## src/rtl/ifu_fetch_pkg.sv

```systemverilog
// Shared definitions for the instruction-fetch stage: next-PC op codes,
// reset PC and fetch FSM state encoding.
package ifu_fetch_pkg;

  typedef enum logic [2:0] {
    NPC_PC4 = 3'd0,
    NPC_BEQ = 3'd1,
    NPC_JAL = 3'd2,
    NPC_JR  = 3'd3
  } npc_op_e;

  localparam logic [31:0] PC_RESET = 32'h0000_3000;

  typedef enum logic {
    ST_REQ  = 1'b0,
    ST_EXEC = 1'b1
  } state_e;

endpackage

```

## src/rtl/ifu_fetch_npc_calc.sv

```systemverilog
// Purely combinational next-PC computation for beq / jal / jr / sequential flow.
module npc_calc
  import ifu_fetch_pkg::*;
(
  input  logic [31:0] pc_plus4,
  input  logic [2:0]  next_pc_op,
  input  logic        cmp_eq,
  input  logic [15:0] imm,
  input  logic [25:0] j_address,
  input  logic [31:0] jr_data,
  output logic [31:0] next_pc
);

  npc_op_e     op;
  logic [31:0] branch_off;

  assign op         = npc_op_e'(next_pc_op);
  assign branch_off = {{14{imm[15]}}, imm, 2'b00};

  // NOTE: every always_comb output gets a default first so no path can infer a latch.
  always_comb begin
    next_pc = pc_plus4;
    case (op)
      NPC_BEQ: if (cmp_eq) next_pc = pc_plus4 + branch_off;
      NPC_JAL: next_pc = {pc_plus4[31:28], j_address, 2'b00};
      NPC_JR:  next_pc = {jr_data[31:2], 2'b00};
      default: next_pc = pc_plus4;
    endcase
  end

endmodule

```

## src/rtl/ifu_fetch.sv

```systemverilog
// Instruction-fetch stage: holds the PC, fetches over a req/ack handshake and
// presents the word to the decoder until commit.
module ifu_fetch
  import ifu_fetch_pkg::state_e, ifu_fetch_pkg::ST_REQ, ifu_fetch_pkg::ST_EXEC;
#(
  parameter logic [31:0] PC_RESET = ifu_fetch_pkg::PC_RESET,
  parameter logic [31:0] IM_BASE  = 32'h0000_3000,
  parameter int unsigned IM_DEPTH = 4096
) (
  input  logic        clk,
  input  logic        reset,
  input  logic [2:0]  next_pc_op,
  input  logic        cmp_eq,
  input  logic [15:0] imm,
  input  logic [25:0] j_address,
  input  logic [31:0] jr_data,
  input  logic        commit,
  output logic        im_req,
  output logic [31:0] im_addr,
  input  logic        im_ack,
  input  logic [31:0] im_rdata,
  output logic [31:0] instr,
  output logic        instr_valid,
  output logic [31:0] pc,
  output logic [31:0] pc_plus4
);

  state_e      state, state_next;
  logic        load_instr, take_pc, in_range;
  logic [31:0] instr_next, next_pc;
  logic [32:0] pc_ext, base_ext, limit_ext;

  assign pc_plus4 = pc + 32'd4;
  assign im_addr  = {pc[31:2], 2'b00};

  // 33-bit compare so a window ending at 2^32 does not wrap to zero.
  assign pc_ext    = {1'b0, pc};
  assign base_ext  = {1'b0, IM_BASE};
  assign limit_ext = base_ext + (33'(IM_DEPTH) << 2);
  assign in_range  = (pc_ext >= base_ext) && (pc_ext < limit_ext);

  assign im_req = (state == ST_REQ) && in_range && !reset;

  npc_calc u_npc_calc (
    .pc_plus4   (pc_plus4),
    .next_pc_op (next_pc_op),
    .cmp_eq     (cmp_eq),
    .imm        (imm),
    .j_address  (j_address),
    .jr_data    (jr_data),
    .next_pc    (next_pc)
  );

  always_comb begin
    state_next = state;
    load_instr = 1'b0;
    take_pc    = 1'b0;
    instr_next = instr;
    case (state)
      ST_REQ: begin
        if (!in_range) begin
          // Unbacked address: hand the decoder a nop instead of stalling forever.
          load_instr = 1'b1;
          instr_next = 32'h0;
          state_next = ST_EXEC;
        end else if (im_ack) begin
          load_instr = 1'b1;
          instr_next = im_rdata;
          state_next = ST_EXEC;
        end
      end
      ST_EXEC: begin
        if (commit) begin
          take_pc    = 1'b1;
          state_next = ST_REQ;
        end
      end
      default: state_next = ST_REQ;
    endcase
  end

  // NOTE: sequential state uses non-blocking assignments so every register samples pre-edge values.
  always_ff @(posedge clk or posedge reset) begin
    if (reset) begin
      state       <= ST_REQ;
      pc          <= PC_RESET;
      instr       <= 32'h0;
      instr_valid <= 1'b0;
    end else begin
      state <= state_next;
      if (load_instr) begin
        instr       <= instr_next;
        instr_valid <= 1'b1;
      end
      if (take_pc) begin
        pc          <= next_pc;
        instr_valid <= 1'b0;
      end
    end
  end

endmodule

```

## config.mk

```make
export PLATFORM = sky130hd
export DESIGN_NAME = ifu_fetch
export DESIGN_NICKNAME = d
export VERILOG_FILES = /design/src/rtl/ifu_fetch_pkg.sv /design/src/rtl/ifu_fetch_npc_calc.sv /design/src/rtl/ifu_fetch.sv
export SDC_FILE = /design/constraint.sdc
export NUM_CORES = 1
export LEC_CHECK = 0
export CAP_MARGIN = 20
export CORE_ASPECT_RATIO = 1.4
export CORE_MARGIN = 4
export CORE_UTILIZATION = 49
export CTS_BUF_LIST = sky130_fd_sc_hd__clkbuf_8
export DETAILED_ROUTE_END_ITERATION = 7
export HOLD_SLACK_MARGIN = 0.12
export PLACE_DENSITY = 0.89
export SETUP_SLACK_MARGIN = 0.5
export SKIP_LAST_GASP = 1
export SLEW_MARGIN = 20
export SYNTH_ARGS = -nofsm -noshare
export SYNTH_HDL_FRONTEND = slang
export SYNTH_HIERARCHICAL = 1
export SYNTH_SLANG_ARGS = --single-unit
```

## constraint.sdc

```tcl
create_clock -name clk -period 7.7 [get_ports clk]
set_clock_uncertainty 0.05 [all_clocks]
set_input_delay 1.54 -clock clk [delete_from_list [all_inputs] [get_ports clk]]
set_output_delay 1.54 -clock clk [all_outputs]
set_load 0.005 [all_outputs]
```

# Word level (Yosys, flattened, before mapping)
# Cells that the tools add are included.
# op_classes
order_cmp	2
addsub	2
n_bitwise	1
muxes	13
eq_ne	4
reduce_logical	6
# ops
cell	n
2-to-1 mux 32 bit	3
case mux 32 bit (3 select lines)	1
adder 32 x 3 -> 32 bit (second input constant)	1
adder 32 bit	1
greater-or-equal comparator 32 x 14 -> 1 bit (second input constant)	1
< comparator 32 x 15 -> 1 bit (second input constant)	1
2-to-1 mux 1 bit	8
== test 3 x 2 -> 1 bit (second input constant)	2
== test 3 x 1 -> 1 bit (second input constant)	1
logical AND 1 bit	3
AND reduction 3 bit	1
inequality test 2 bit (second input constant)	1
case mux 1 bit (2 select lines)	1
nonzero test 2 bit	1
logical NOT 1 bit	1
inverter 1 bit	1
# word_totals
out_inout_bits	130
register_bits	66
input_bits	114

# Logic depth before layout (Yosys ltp)
# Gate-level depths: netlist of the first run.
# depth
word_depth	6
depth_mapped	16

# Modules after synthesis
# Netlist of the first run, hierarchy kept.
# modules_own_cells
module	instances	cells_per_inst	area_per_inst_um2
ifu_fetch	1	280	3385.7
npc_calc	1	440	2691.3

# Worst setup path before layout of the first run
# Ideal clock, no wire load.
# synth_timing
kind	input to output
startpoint	in reset
endpoint	out im_req
required_ns	6.110
arrival_ns	3.263
slack_ns	2.847
path_stages	2
path_buffers	0
path_cell_list	inv_1 -> and3_1
# synth_via
elab_chain_cells	2
# synth_lines
element	line	rtl
from (decl)	ifu_fetch.sv:11	input logic reset,
logical NOT 1 bit (no source line)	--	
logical AND 1 bit	ifu_fetch.sv:42	assign im_req = (state == ST_REQ) && in_range && !reset;
to (decl)	ifu_fetch.sv:18	output logic im_req,
# Every way passes these cells.

# Worst setup path in the final report of the first run
# Same ends and word-level chain as after synthesis.

==> results of run 1 <==
cell usage after synthesis, types with 9 or more instances:
cell / n
nand2b_1: 11
nor3_1: 9
ha_1: 31
nand2_1: 73
a21oi_1: 68
nor2_1: 56
xnor2_1: 33
dfrtp_1: 64
a21o_1: 16
nand3_1: 17
buf_4: 34
xor2_1: 20
mux2_2: 32
nand4_1: 14
o21ai_0: 37
a22o_1: 30
clkbuf_1: 21
inv_1: 19
metal layers:
layer | wire length, um | global-route usage (%)
met2 | 10900 | 50.5
met4 | 799 | 12.4
met3 | 1430 | 4.86
met5 | 0 | 0
met1 | 7990 | 34.1
cell families (layout without fill, tap and decap cells):
family / after synthesis / count (layout) / share of synthesized area, %
xor+xnor: 53 / 53 / 7.64
buf+inv: 89 / 284 / 8.11
compound gates: 217 / 217 / 24.5
simple gates: 224 / 224 / 18.8
flops: 66 / 66 / 27.2
mux: 38 / 38 / 6.92
fa+ha+maj: 32 / 32 / 6.71
other cells: 1 / 2 / 0.0617
flip-flops by register name, indices dropped and copies added, names as in the netlist:
signal       count
instr           32
pc              32
instr_valid      1
state            1
cell usage in the layout, fill, tap and decap left out, types with 6 or more instances in the layout:
cell type / synthesis / routed
nand2b_1: 11 / 11
a22o_1: 30 / 30
a211oi_1: 7 / 7
mux2i_1: 6 / 6
o21ai_0: 37 / 37
nand2_1: 73 / 73
buf_4: 34 / 9
nor2b_1: 8 / 8
ha_1: 31 / 31
xor2_1: 20 / 20
xnor2_1: 33 / 33
mux2_2: 32 / 32
clkdlybuf4s50_1: 0 / 239
nand3_1: 17 / 17
dfrtp_1: 64 / 64
a21oi_1: 68 / 68
o22ai_1: 8 / 8
clkbuf_8: 0 / 9
nor3_1: 9 / 9
a21o_1: 16 / 16
inv_1: 19 / 18
nor2_1: 56 / 56
nand4_1: 14 / 14
o221ai_1: 6 / 6
and3_1: 7 / 7
report_power, final:
part / internal [uW] / switching, uW
registers: 418 / 174
clock network: 149 / 146
logic: 856 / 761
total: 1420 / 1080
area by class of cell:
cell class	instances	area, um^2
multi-input cells	566	3940
fillers	942	3490
repair buffers	248	2460
flip-flops and latches	66	1650
well taps	147	184
clock buffers	9	124
inverters	20	75.1
clock inverters	7	70.1
per-stage QoR:
step | total power [uW] | util (%) | area, um^2 | worst slack [ns] | std cells
after floorplan | 1550 | - | 6080 | 2.85 | 721
after CTS | 2500 | 70.9 | 8510 | 2.59 | 1063
after detailed placement | 2190 | 69.3 | 8320 | 2.61 | 1047
after global placement | 2150 | 69.3 | 8320 | 2.60 | 1047
after global routing | 2670 | 70.9 | 8510 | 2.48 | 1063
final | 2500 | 70.9 | 8510 | 2.61 | 1063
worst reg2reg max path: stages, from the launching register on:
cell and delay [ns]:
dfrtp_1 0.48, ha_1 0.23, nand3_1 0.28, nor4_4 0.61
nand4_1 0.21, xnor2_1 0.44, ha_1 0.40, a21oi_1 0.37
o21bai_1 0.10, a21oi_1 0.24, o21ai_0 0.13, or3_1 0.41
a31oi_1 0.15, nor3b_1 0.08, mux2_2 0.26
worst max-delay path by stage:
stage	from	to	cells past startpoint
floorplan	reset	im_req	2
global placement	reset	im_req	5
detailed placement	reset	im_req	5
CTS	reset	im_req	5
global route	reset	im_req	5
finish	reset	im_req	5
==> impl_metrics.json, run 1 <==
{
  "status": "finished, final reports clean",
  "final.setup.tns_ns": 0,
  "drtIter0Drc": 359,
  "post_drt_wl_per_cell_um": 19.8,
  "synth_area_per_cell_um2": 8.44,
  "layout-drive-gt1-share_pct": 9.17,
  "synth_ff_type": "dfrtp_1",
  "ys_warn_count": 6,
  "dieWidth_um": 102,
  "cpMostUsedCell": "clkdlybuf4s50_1",
  "synth.distinct_cells": 75,
  "synth_area_leaders": "dfrtp_1 (26%), ha_1 (6.4%), mux2_2 (5.9%), a21oi_1 (5.6%), xnor2_1 (4.8%)",
  "required_ns": 6.11,
  "p_leak_uw": 0.00356,
  "cp-start-kind": "primary input",
  "clockBufferDepth": 2,
  "hold_buffers": 0,
  "drc_errors": 0,
  "crit_chain": "clkdlybuf4s50_1 > inv_2 > buf_4 > and3_1 > clkdlybuf4s50_1",
  "path_delay_family": "buffers and inverters",
  "min_path_type": "reg2reg",
  "synth_seq_cells": 66,
  "worstReg2RegStart": "pc[3]",
  "drtPass1Iterations": 5,
  "num-nets-final": 1057,
  "post_cts_resized": 0,
  "clock_latency_ns": 0.34,
  "r2r-end": "pc[31]",
  "grt_pass1_vias": 6344,
  "hold_end": "instr[31]",
  "ioPinCount": 244,
  "fin_crit_sh_pct": 66.0,
  "cts_tree": "built",
  "endpoint_kind": "output pin",
  "via_per_inst": 5.96,
  "worstMarginPinSlew_ns": 0.886,
  "core.rowCount": 47,
  "grt.total_usage_pct": 28.9,
  "hold_violations": 0,
  "cap_violations": 0,
  "powerDensity_nw_per_um2": 294,
  "diodes": 0,
  "cts-buffers-inserted": 9,
  "post-dp-hpwl_um": 15900,
  "cts_root_buf": "clkbuf_8",
  "h-tree-depth": 3,
  "antenna_found_initial": 0,
  "num_vias": 6337,
  "rsz0062_at_grt": "no",
  "irDropWorstVdd_v": 0.000199,
  "cp_max_fo": 67,
  "r2r_cells": 14,
  "fmaxAchievable_ghz": 0.197,
  "hold_ws_ns": 0.456,
  "seq_area_frac_synth_pct": 27.2,
  "whs_path_depth": 1,
  "grt_pass1_wl_um": 32500,
  "yosys.area.top_type_share_pct": 26.4,
  "drv_slew": 0,
  "setup_viol": 0,
  "wirelength_um": 21100,
  "synth_edf_count": 0,
  "path_buf_inv": 4,
  "max_slew_margin_pct": 41.0,
  "initial_utilization_pct": 50.7,
  "syn_area_um2": 6080,
  "clkTransAtPathRegs_ns": 0.07,
  "async_reset_ff_share_pct": 100,
  "critPathMaxStageDelay_ns": 0.66,
  "place_congestion": 0.895,
  "syn2layout_area_growth_pct": 40.0,
  "crit_type": "in2out",
  "numClockSinks": 66,
  "hp-start": "instr[31]",
  "regToRegSetupSlack_ns": 3.12,
  "dieHeight_um": 140,
  "route.antenna.remaining_nets": 0,
  "postCtsSetupBuffers": 0,
  "netlist_instances": 720,
  "dieArea_um2": 14300,
  "core_area_um2": 12000,
  "layout_min_cycle_time_ns": 5.09,
  "io_buffers": 239,
  "crit_arrival_ns": 3.50,
  "yosysTopAreaCell": "dfrtp_1",
  "crit_slowest_cell": "buf_4",
  "grt_max_degree": 68,
  "grt-ovfl-total": 0
}
Note: power is estimated with default switching activity, not from simulation.
==> run 2, diff against run 1 <==
--- a/config.mk
+++ b/config.mk
@@ -8,11 +8,11 @@
 export CAP_MARGIN = 20
 export CORE_ASPECT_RATIO = 1.4
 export CORE_MARGIN = 4
-export CORE_UTILIZATION = 49
+export CORE_UTILIZATION = 46
 export CTS_BUF_LIST = sky130_fd_sc_hd__clkbuf_8
 export DETAILED_ROUTE_END_ITERATION = 7
 export HOLD_SLACK_MARGIN = 0.12
-export PLACE_DENSITY = 0.89
+export PLACE_DENSITY = 0.84
 export SETUP_SLACK_MARGIN = 0.5
 export SKIP_LAST_GASP = 1
 export SLEW_MARGIN = 20
==> constraint.sdc (replaced) <==
create_clock -name clk -period 5.3 [get_ports clk]
set_clock_uncertainty 0.05 [all_clocks]
set_input_delay 1.06 -clock clk [delete_from_list [all_inputs] [get_ports clk]]
set_output_delay 1.06 -clock clk [all_outputs]
set_load 0.005 [all_outputs]
==> run 2 against run 1 <==
Clock power increased by 33%. Worst setup slack worse by 1.8 ns. Hold slack lost 0.0022 ns. Critical path type is now reg2reg. Critical endpoint is now pc[31].
==> impl_metrics.json, run 2 (synthesized netlist as in run 1, its figures left out) <==
{
  "status": "finished, final reports clean",
  "drtPass1Iterations": 5,
  "cts_root_buf": "clkbuf_8",
  "drc_errors": 0,
  "cts-buffers-inserted": 9,
  "setup_viol": 0,
  "numClockSinks": 66,
  "critPathMaxStageDelay_ns": 0.48,
  "path_buf_inv": 1,
  "dieHeight_um": 144,
  "grt_pass1_vias": 6278,
  "io_buffers": 239,
  "cts_tree": "built",
  "required_ns": 5.48,
  "final.fill_count": 1110,
  "irDropWorstVdd_v": 0.000314,
  "grt_util_met1_pct": 30.9,
  "fin_crit_sh_pct": 85.0,
  "top_regs": "instr (32), pc (32)",
  "diodes": 0,
  "path_delay_family": "simple AND/OR/NAND/NOR gates",
  "initial_utilization_pct": 47.2,
  "clockBufferDepth": 2,
  "use_met2_pct": 48.5,
  "antenna_found_initial": 0,
  "hp-start": "instr[31]",
  "drtIter0Drc": 417,
  "endpoint_kind": "flop",
  "fmaxAchievable_ghz": 0.222,
  "drv_slew": 0,
  "busiest_layer": "met2",
  "post_drt_wl_per_cell_um": 19.4,
  "final.setup.tns_ns": 0,
  "dieWidth_um": 105,
  "post-dp-hpwl_um": 16000,
  "layout-drive-gt1-share_pct": 9.66,
  "num_vias": 6295,
  "grt_pass1_wl_um": 32500,
  "grt-ovfl-total": 0,
  "regArea_um2": 1650,
  "cp-endpoint": "pc[31]",
  "dieArea_um2": 15100,
  "finalPower_uw": 3590,
  "hold_buffers": 0,
  "crit_arrival_ns": 4.68,
  "worstReg2RegStart": "pc[2]",
  "use_met3_pct": 5.81,
  "cp-start-kind": "flop",
  "p_leak_uw": 0.00357,
  "place_congestion": 0.923,
  "min_path_type": "reg2reg",
  "core_area_um2": 12900,
  "post-place-cells": 1056,
  "max_slew_margin_pct": 41.6,
  "layout_common_cells": "clkdlybuf4s50_1 (239), nand2_1 (73), a21oi_1 (68)",
  "core.rowCount": 49,
  "worstMarginPinSlew_ns": 0.873,
  "via_per_inst": 5.86,
  "regToRegSetupSlack_ns": 0.79,
  "wirelength_um": 20800,
  "crit_start": "pc[2]",
  "h-tree-depth": 3,
  "fin_cells": 1074,
  "mostFrequentLayoutCell": "clkdlybuf4s50_1",
  "grt.total_usage_pct": 26.7,
  "cp.depth": 15,
  "rsz0062_at_grt": "no",
  "crit_chain": "ha_1 > nand3_1 > nor4_4 > buf_4 > nand4_1 > xnor2_1 > ha_1 > a21oi_1 > o21bai_1 > a21oi_1 > o21ai_0 > or3_1 > a31oi_1 > nor3b_1 > mux2_2",
  "crit_type": "reg2reg",
  "multi_input_comb_area_um2": 3940,
  "powerDensity_nw_per_um2": 421,
  "clkTransAtPathRegs_ns": 0.08,
  "hold_violations": 0,
  "final_util_pct": 66.3,
  "cp_max_fo": 9,
  "ioPinCount": 244,
  "crit_slowest_cell": "dfrtp_1",
  "num-nets-final": 1062,
  "layout_min_cycle_time_ns": 4.51,
  "route.antenna.remaining_nets": 0,
  "syn2layout_area_growth_pct": 40.5,
  "r2r_cells": 15,
  "clock_latency_ns": 0.35,
  "r2r-end": "pc[31]",
  "grt_max_degree": 67,
  "cap_violations": 0
}
-- run 2: stage by stage --
stage / hold WS [ns] / instance area, um^2 / setup slack, ns
4_1_cts: 0.454 / 8520 / 0.771
3_3_place_gp: 0.431 / 8350 / 0.876
5_1_grt: 0.468 / 8540 / 0.530
3_5_place_dp: 0.435 / 8350 / 0.785
2_1_floorplan: 0.439 / 6080 / 1.41
6_report: 0.454 / 8540 / 0.794
-- run 2: worst reg2reg max path: stages (launching register included) --
cell,delay [ns]
dfrtp_1,0.48
ha_1,0.23
nand3_1,0.30
nor4_4,0.36
buf_4,0.22
nand4_1,0.13
xnor2_1,0.40
ha_1,0.41
a21oi_1,0.40
o21bai_1,0.10
a21oi_1,0.26
o21ai_0,0.15
or3_1,0.41
a31oi_1,0.16
nor3b_1,0.08
mux2_2,0.26
-- run 2: how the worst min path moves through the flow --
stage                      to  slack [ns]  cells past startpoint
finish              instr[31]        0.45                      1
global route        instr[12]        0.47                      1
CTS                 instr[31]        0.45                      1
detailed placement  instr[31]        0.43                      1
global placement    instr[31]        0.43                      1
floorplan           instr[31]        0.44                      1
-- run 2: cell type report --
cell class	count	area share, %
Sequential cell	66	19.4
Inverter	20	0.879
Clock buffer	9	1.45
Timing Repair Buffer	253	29.2
Clock inverter	7	0.645
Multi-Input combinational cell	566	46.2
Tap cell	153	2.24
-- run 2: layer usage --
layer / wire [um] / vias to the layer above
li1: - / 2982
met1: 7830 / 2971
met2: 10800 / 288
met3: 1500 / 54
met4: 679 / 0
met5: 0 / -
-- run 2: what timing repair did --
item,4_1_cts,5_1_grt
endpoints found under the setup margin,0,5
endpoints found under the hold margin,0,0
setup buffers,0,2
gates resized for setup,0,0
-- run 2: where the power goes --
group / leakage, uW / switching (uW) / internal [uW]
clock: 0.0000858 / 219 / 173
sequential: 0.000849 / 248 / 607
combinational: 0.00264 / 1100 / 1240
total: 0.00357 / 1570 / 2020
